--- config.mk ---
export PLATFORM = sky130hd
export DESIGN_NAME = watch_set_ctrl
export DESIGN_NICKNAME = d
export VERILOG_FILES = /design/src/rtl/watch_set_ctrl.sv
export SDC_FILE = /design/constraint.sdc
export NUM_CORES = 1
export LEC_CHECK = 0
export CAP_MARGIN = 20
export CORE_ASPECT_RATIO = 1.1
export CORE_MARGIN = 5
export CORE_UTILIZATION = 58
export CTS_BUF_LIST = sky130_fd_sc_hd__clkbuf_8
export DETAILED_ROUTE_END_ITERATION = 10
export HOLD_SLACK_MARGIN = 0.15
export PLACE_DENSITY = 0.88
export SYNTH_ARGS = -nofsm -noshare
export SYNTH_HDL_FRONTEND = slang
export SYNTH_SLANG_ARGS = --single-unit
--- constraint.sdc ---
create_clock -name clk -period 3 [get_ports clk]
set_clock_uncertainty 0.2 [all_clocks]
set_input_delay 0.3 -clock clk [delete_from_list [all_inputs] [get_ports clk]]
set_output_delay 0.3 -clock clk [all_outputs]
set_load 0.02 [all_outputs]
--- src/rtl/watch_set_ctrl.sv ---
// watch_set_ctrl: mode/set controller for the watch time datapath.
// Steps RUN -> SET_HOUR -> SET_MIN -> SET_SEC -> RUN on btn_mode rises, emits one-cycle
// increment pulses for the selected field on btn_up rises, freezes the divider while setting,
// and blinks the selected field. Idle SET states time out back to RUN.
// Optional feature macro: WATCH_SET_CTRL_AUTO_REPEAT_EN (hold-to-repeat on btn_up).
module watch_set_ctrl #(
  parameter int unsigned TIMEOUT_CYCLES = 1_000_000_000,
  parameter int unsigned BLINK_CYCLES   = 25_000_000
`ifdef WATCH_SET_CTRL_AUTO_REPEAT_EN
  ,
  parameter int unsigned REPEAT_DELAY   = 50_000_000,
  parameter int unsigned REPEAT_PERIOD  = 10_000_000
`endif
) (
  input  logic       clk,
  input  logic       reset,
  input  logic       btn_mode,
  input  logic       btn_up,
  output logic       o_run,
  output logic       o_sec_inc,
  output logic       o_min_inc,
  output logic       o_hour_inc,
  output logic [1:0] o_sel,
  output logic       o_blink
);

  localparam int unsigned TimeoutW = (TIMEOUT_CYCLES > 1) ? $clog2(TIMEOUT_CYCLES) : 1;
  localparam int unsigned BlinkW   = (BLINK_CYCLES > 1) ? $clog2(BLINK_CYCLES) : 1;
  localparam logic [TimeoutW-1:0] TimeoutLast = TimeoutW'(TIMEOUT_CYCLES - 1);
  localparam logic [BlinkW-1:0]   BlinkLast   = BlinkW'(BLINK_CYCLES - 1);

  // Encoding doubles as the o_sel field code.
  typedef enum logic [1:0] {
    StRun     = 2'b00,
    StSetHour = 2'b01,
    StSetMin  = 2'b10,
    StSetSec  = 2'b11
  } state_e;

  state_e state_q, state_d;

  logic btn_mode_q, btn_up_q;
  logic mode_rise, up_rise, in_set, rep_pulse, expire, up_evt;
  logic [TimeoutW-1:0] timeout_q, timeout_d;
  logic [BlinkW-1:0]   blink_cnt_q, blink_cnt_d;
  logic blink_q, blink_d, run_q, run_d;
  logic sec_inc_q, sec_inc_d, min_inc_q, min_inc_d, hour_inc_q, hour_inc_d;

  assign mode_rise = btn_mode & ~btn_mode_q;
  assign up_rise   = btn_up & ~btn_up_q;
  assign in_set    = (state_q != StRun);

  // Timeout fires only when no button activity lands in the same cycle.
  assign expire = in_set & (timeout_q == TimeoutLast) & ~mode_rise & ~up_rise & ~rep_pulse;

`ifdef WATCH_SET_CTRL_AUTO_REPEAT_EN
  localparam int unsigned RepMax = (REPEAT_DELAY > REPEAT_PERIOD) ? REPEAT_DELAY : REPEAT_PERIOD;
  localparam int unsigned RepW   = (RepMax > 1) ? $clog2(RepMax) : 1;
  localparam logic [RepW-1:0] RepDelayLast  = RepW'(REPEAT_DELAY - 1);
  localparam logic [RepW-1:0] RepPeriodLast = RepW'(REPEAT_PERIOD - 1);

  logic [RepW-1:0] rep_cnt_q, rep_cnt_d;
  logic rep_phase_q, rep_phase_d, rep_hold;

  // Held (not freshly risen) in a SET state; a mode rise aborts the repeat.
  assign rep_hold = in_set & btn_up & btn_up_q & ~mode_rise;

  // Repeat pulse at the end of the initial delay, then at each period end
  always_comb begin
    rep_pulse = 1'b0;
    if (rep_hold) begin
      rep_pulse = (rep_cnt_q == (rep_phase_q ? RepPeriodLast : RepDelayLast));
    end
  end

  // Repeat counter advances while held, clears on release, mode rise or leaving SET
  always_comb begin
    rep_cnt_d   = '0;
    rep_phase_d = 1'b0;
    if (rep_hold && !expire) begin
      if (rep_pulse) begin
        rep_phase_d = 1'b1;
      end else begin
        rep_cnt_d   = rep_cnt_q + 1'b1;
        rep_phase_d = rep_phase_q;
      end
    end
  end

  // Repeat state register
  always_ff @(posedge clk or posedge reset) begin
    if (reset) begin
      rep_cnt_q   <= '0;
      rep_phase_q <= 1'b0;
    end else begin
      rep_cnt_q   <= rep_cnt_d;
      rep_phase_q <= rep_phase_d;
    end
  end
`else
  assign rep_pulse = 1'b0;
`endif

  // Next state: mode rise advances, idle timeout returns to RUN
  always_comb begin
    state_d = state_q;
    if (mode_rise) begin
      case (state_q)
        StRun:     state_d = StSetHour;
        StSetHour: state_d = StSetMin;
        StSetMin:  state_d = StSetSec;
        default:   state_d = StRun;
      endcase
    end else if (expire) begin
      state_d = StRun;
    end
  end

  // Timeout and blink counter next-state
  always_comb begin
    if (!in_set || mode_rise || up_rise || rep_pulse || expire) begin
      timeout_d = '0;
    end else begin
      timeout_d = timeout_q + 1'b1;
    end

    if (state_d == StRun || mode_rise) begin
      blink_cnt_d = '0;
      blink_d     = 1'b1;
    end else if (blink_cnt_q == BlinkLast) begin
      blink_cnt_d = '0;
      blink_d     = ~blink_q;
    end else begin
      blink_cnt_d = blink_cnt_q + 1'b1;
      blink_d     = blink_q;
    end
  end

  // Output next-state: inc pulse routed to the selected field, mode rise suppresses it
  always_comb begin
    up_evt     = (up_rise | rep_pulse) & ~mode_rise;
    hour_inc_d = up_evt & (state_q == StSetHour);
    min_inc_d  = up_evt & (state_q == StSetMin);
    sec_inc_d  = up_evt & (state_q == StSetSec);
    run_d      = (state_d == StRun);
  end

  // State register
  always_ff @(posedge clk or posedge reset) begin
    if (reset) begin
      state_q <= StRun;
    end else begin
      state_q <= state_d;
    end
  end

  // Edge-detect, counter and registered-output state
  always_ff @(posedge clk or posedge reset) begin
    if (reset) begin
      btn_mode_q  <= 1'b0;
      btn_up_q    <= 1'b0;
      timeout_q   <= '0;
      blink_cnt_q <= '0;
      blink_q     <= 1'b1;
      run_q       <= 1'b1;
      sec_inc_q   <= 1'b0;
      min_inc_q   <= 1'b0;
      hour_inc_q  <= 1'b0;
    end else begin
      btn_mode_q  <= btn_mode;
      btn_up_q    <= btn_up;
      timeout_q   <= timeout_d;
      blink_cnt_q <= blink_cnt_d;
      blink_q     <= blink_d;
      run_q       <= run_d;
      sec_inc_q   <= sec_inc_d;
      min_inc_q   <= min_inc_d;
      hour_inc_q  <= hour_inc_d;
    end
  end

  assign o_sel      = state_q;
  assign o_run      = run_q;
  assign o_blink    = blink_q;
  assign o_sec_inc  = sec_inc_q;
  assign o_min_inc  = min_inc_q;
  assign o_hour_inc = hour_inc_q;

endmodule

==> flow_summary.yaml, run 1 <==
status:
  status: "complete, no violations"
drt:
  routed_wl_um: 6238
  ant_nets: 0
  viasPerCell: 5.763
  firstDrtPassIters: 4
  route.vias.total: 2432
  drt_iter0_drc: 197
  drc: 0
  wl_per_cell_um: 14.78
floorplan:
  rows: 28
  ioPinCount: 11
  die_area_um2: 7130
  fp.dieW_um: 80.97
  core_um2: 5395
  fp.dieH_um: 88.07
  start_util: 0.5955
layout:
  finalInstanceArea_um2: 3607
  fin_util: 0.6686
  syn_to_final_growth_pct: 12.27
  multi_input_area_um2: 1510
  drive_above_1_share: 0.09222
  final_cells: 422
  n_antenna_cell: 0
  seq_area_um2: 1604
  final_nets: 352
  fillers: 401
timing:
  fin_ws_ns: 0.5284
  rsz0062_at_grt: "false"
  tightest_slew_ns: 0.7108
  fmaxAchievable_mhz: 404.6
  timing.hold.ws_ns: 0.2067
  tns_ns: 0
  drv_slew: 0
  finalHoldViolations: 0
  min_period_ns: 2.472
  max_slew_margin: 0.5255
  setup_viol: 0
  fin_crit_sh: 0.8239
logic_synthesis:
  yosysMostFrequentCell: "dfrtp_1"
  synth_cells: 324
  synth_area_um2: 3213
  synth_top_area_share: 0.4829
  synth.top_cells.by_count: "dfrtp_1, nor2_1, xor2_1"
  syn_area_per_cell_um2: 9.917
  yosysWarnings: 0
  yosysTopAreaCell: "dfrtp_1"
  yosysUniqueCellTypes: 37
  synth_edf_count: 0
  ys.flop_type: "dfrtp_1"
  ys_ff_latch: 64
  yosys-top-cells-area: "dfrtp_1, xor2_1, nor2_1"
  ys_async_sr_fraction: 1.000
  synth_nets: 334
  yosysSeqAreaShare: 0.4992
placement:
  dp_hpwl_um: 4228
  pre_cts_ws_ns: 0.4856
  place_area_um2: 3387
  place_inst: 406
  place_congestion: 0.8780
  port_buffers: 10
critical_path:
  slowest_delay_ns: 0.54
  crit_type: "reg -> reg"
  end_kind: "register"
  cp.required_ns: 3.02
  cp-start-kind: "register"
  cpMaxStageDelayCell: "or4_1"
  crit_arrival_ns: 2.50
  crit_path_max_fanout: 25
  worst-r2r-setup-slack_ns: 0.53
  crit_chain: "or4_1 -> nor4_1 -> and3_4 -> or3b_1 -> buf_4 -> nor2_1"
  path_buf_inv: 1
  crit_family: "simple AND/OR/NAND/NOR gates"
global_route:
  grt_pass1_vias: 2446
  grt-ovfl-total: 0
  grt_use_met2: 0.3204
  antenna_found_initial: 0
  track_usage: 0.2035
  use_met3: 0.05144
  met1_usage: 0.2568
  grt_pass1_wl_um: 11120
  grt_start_max_net_pins: 37
  busiest_layer: "met2"
cts:
  cts-hold-fix-buffers: 0
  cts.sinks: 64
  cts_buffer_depth: 2
  ctsResizeCount: 0
  cts_setup_buffers: 0
  clk_latency_ns: 0.35
  cts.clk_slew.worst_paths_ns: 0.07
  cts_root_buf: "clkbuf_8"
  h-tree-depth: 3
  numCtsBuffers: 9
  cts_tree: "yes"
pwr:
  ir_worst_vdd_mv: 0.3832
  p_leak_nw: 1.552
  power.density_nw_per_um2: 589.5
  finalPower_mw: 2.126
worst_hold_path:
  hold_class: "in -> async"
flow_run:
  cap_violations: 0
[cells in the final DEF, fill, tap and decap left out, types with 2 or more instances in the layout]
master           netlist  final
dfrtp_1               62     62
nor2_1                61     61
xor2_1                35     35
nand4_1               23     23
nand3_1               23     23
nand2_1               19     19
xnor2_1               14     14
and3_1                10     10
clkdlybuf4s50_1        0     10
clkbuf_8               0      9
buf_4                  0      7
inv_1                  7      6
nor4_1                 6      6
or4_1                  6      6
ha_1                   6      6
o31ai_1                5      5
nor3_1                 4      4
and4_1                 4      4
nand2b_1               3      3
o21ai_0                3      3
a21oi_1                3      3
and2_1                 3      3
clkinvlp_4             0      3
nor2b_1                2      2
or3_1                  2      2
bufinv_16              0      2
dfstp_2                2      2
[cell type report]
class	count	area share
clock buffers	9	0.03434
clock inverters	7	0.02671
inverters	7	0.007284
multi-input cells	243	0.4187
flip-flops and latches	64	0.4447
well taps	75	0.02601
repair buffers	17	0.04232
[power by group]
group / total, mW / switching (mW) / internal (mW)
sequential: 0.976 / 0.0560 / 0.920
combinational: 0.339 / 0.220 / 0.120
clock: 0.811 / 0.344 / 0.467
[metal layers]
layer,part of all wire,up-vias
li1,-,1159
met1,0.43,1198
met2,0.51,60
met3,0.047,15
met4,0.019,0
met5,0,-
[path summary, 6_finish.rpt]
check                               startpoint               to  depth (start not counted)
max in group asynchronous                reset   blink_cnt_q[1]                          3
worst min-delay path                     reset     timeout_q[7]                          2
worst max register to register   timeout_q[22]  blink_cnt_q[12]                          6
worst min register to register  blink_cnt_q[0]   blink_cnt_q[0]                          1
min in group clk                        btn_up         btn_up_q                          1
worst max-delay path             timeout_q[22]  blink_cnt_q[12]                          6
[sequential cells by signal (all words and copies together) (netlist names)]
| register | count |
|---|---|
| blink_cnt_q | 25 |
| o_blink | 1 |
| btn_up_q | 1 |
| o_sec_inc | 1 |
| o_run | 1 |
| o_sel | 2 |
| o_hour_inc | 1 |
| timeout_q | 30 |
| o_min_inc | 1 |
| btn_mode_q | 1 |
[cell families after synthesis]
| family | count (synthesis) | synth area share |
|---|---|---|
| buffers and inverters | 17 | 0.03076 |
| AOI/OAI and AO/OA | 12 | 0.02336 |
| DFF | 64 | 0.4992 |
| xor gates and xnor gates | 49 | 0.1336 |
| adders and majority gates | 6 | 0.02336 |
| and+or+nand+nor | 176 | 0.2897 |
[worst reg2reg max path: cells and delay by family, from the launching register on]
family,cells,cell delay [ns]
DFF,1,0.45
buffers and inverters,1,0.26
and+or+nand+nor,5,1.43
Power figures use the tool's default switching activity.
==> inputs of run 2 (changes only) <==
==> constraint.sdc (replaced) <==
create_clock -name clk -period 2.4 [get_ports clk]
set_clock_uncertainty 0.2 [all_clocks]
set_input_delay 0.24 -clock clk [delete_from_list [all_inputs] [get_ports clk]]
set_output_delay 0.24 -clock clk [all_outputs]
set_load 0.02 [all_outputs]
==> flow_summary.yaml, run 2 (synthesis gave the netlist of run 1 again) <==
cts:
  cts.sinks: 64
  numCtsBuffers: 9
  h-tree-depth: 3
  cts_tree: "yes"
  cts.clk_slew.worst_paths_ns: 0.08
  cts_buffer_depth: 2
  clk_latency_ns: 0.34
  cts_root_buf: "clkbuf_8"
  cts_setup_buffers: 0
  ctsResizeCount: 0
critical_path:
  r2r_start: "blink_cnt_q[15]"
  crit_chain: "nor4_1 -> nand2_1 -> or4_1 -> or3b_1 -> buf_12 -> a21oi_1"
  end_kind: "register"
  critPathLaunch: "blink_cnt_q[15]"
  cp.required_ns: 2.41
  crit_type: "reg -> reg"
  rr_worst_depth: 6
  crit_path_max_fanout: 25
  worst-r2r-setup-slack_ns: 0.08
  path_buf_inv: 1
  worstReg2RegEnd: "blink_cnt_q[23]"
  cpMaxStageDelayCell: "or4_1"
  slowest_delay_ns: 0.61
  cp-start-kind: "register"
  crit_family: "simple AND/OR/NAND/NOR gates"
  crit_arrival_ns: 2.34
drt:
  route.vias.total: 2421
  drt_iter0_drc: 149
  ant_nets: 0
  wl_per_cell_um: 15.22
  firstDrtPassIters: 4
  viasPerCell: 5.643
  routed_wl_um: 6531
  drc: 0
layout:
  drive_above_1_share: 0.1073
  largest_register: "timeout_q"
  syn_to_final_growth_pct: 14.76
  fillers: 414
  layout_common_cells: "dfrtp_1, nor2_1, xor2_1"
  final_nets: 359
  n_antenna_cell: 0
  largest_reg_flops: 30
  final_common_cell: "dfrtp_1"
floorplan:
  rows: 28
  die_area_um2: 7130
  fp.dieH_um: 88.07
  fp.dieW_um: 80.97
  start_util: 0.5955
  core_um2: 5395
  ioPinCount: 11
pwr:
  p_leak_nw: 1.609
  ir_worst_vdd_mv: 0.3701
  power.density_nw_per_um2: 739.4
worst_hold_path:
  hold_class: "in -> reg"
  min_path_cells: 1
  hp-start: "btn_up"
  holdPathEnd: "btn_up_q"
placement:
  port_buffers: 10
  place_congestion: 0.8657
  dp_hpwl_um: 4380
timing:
  rsz0062_at_grt: "false"
  timing.hold.ws_ns: 0.1632
  drv_slew: 0
  tns_ns: 0
  max_slew_margin: 0.6809
  setup_viol: 0
  fin_crit_sh: 0.9677
  fmaxAchievable_mhz: 430.6
  min_period_ns: 2.323
  finalHoldViolations: 0
  tightest_slew_ns: 0.4780
global_route:
  grt_pass1_vias: 2480
  grt_start_max_net_pins: 44
  grt-ovfl-total: 0
  grt_pass1_wl_um: 11220
  track_usage: 0.2071
  antenna_found_initial: 0
flow_run:
  cap_violations: 0
status:
  status: "complete, no violations"
## run 2: layer usage
metal  up-vias  share of wire  routed length (µm)  track usage
met5         -              0                   0            0
met2        43           0.51                3351       0.3525
met4         0          0.020                 129       0.1060
met1      1196           0.44                2868       0.2508
li1       1170              -                   -            -
met3        12          0.028                 182      0.03704
## run 2: per-stage QoR
stage	std cells	utilization	worst slack, ns	total power [mW]	area [µm²]
after floorplan	324	-	0.2869	1.575	3213
after detailed placement	412	0.6408	0.1294	1.725	3457
after global routing	429	0.6834	0.03781	2.863	3687
after CTS	429	0.6834	0.1167	2.757	3687
after global placement	412	0.6408	0.1850	1.703	3457
final	429	0.6834	0.07746	2.727	3687
## run 2: what timing repair did
item	CTS	global route
setup endpoints to repair	0	0
hold buffers	1	0
endpoints found under the hold margin	19	0
## run 2: how the worst max path moves through the flow
stage / end / slack [ns] / cells after the start
after floorplan: blink_cnt_q[9] / 0.29 / 8
after global placement: blink_cnt_q[23] / 0.18 / 7
after detailed placement: blink_cnt_q[23] / 0.13 / 7
after CTS: blink_cnt_q[23] / 0.12 / 6
after global routing: blink_cnt_q[20] / 0.04 / 6
final: blink_cnt_q[23] / 0.08 / 6
## run 2: cell type report
class | count | area [µm²] | share of cell area
multi-input cells | 243 | 1510 | 0.4096
well taps | 75 | 93.84 | 0.02545
inverters | 7 | 26.28 | 0.007126
repair buffers | 24 | 232.7 | 0.06311
clock inverters | 7 | 96.34 | 0.02613
clock buffers | 9 | 123.9 | 0.03359
flip-flops and latches | 64 | 1604 | 0.4350
## run 2: power by group
group | switching, mW | internal (mW)
Combinational | 0.302 | 0.196
Clock | 0.426 | 0.586
Sequential | 0.0663 | 1.15
Total | 0.795 | 1.93
==> inputs of run 3 (changes only) <==
--- a/config.mk
+++ b/config.mk
@@ -13,6 +13,7 @@
 export DETAILED_ROUTE_END_ITERATION = 10
 export HOLD_SLACK_MARGIN = 0.15
 export PLACE_DENSITY = 0.88
+export SLEW_MARGIN = 20
 export SYNTH_ARGS = -nofsm -noshare
 export SYNTH_HDL_FRONTEND = slang
 export SYNTH_SLANG_ARGS = --single-unit
==> results of run 3 <==
Same layout as run 2: the final DEF is identical, and so are final timing and power.
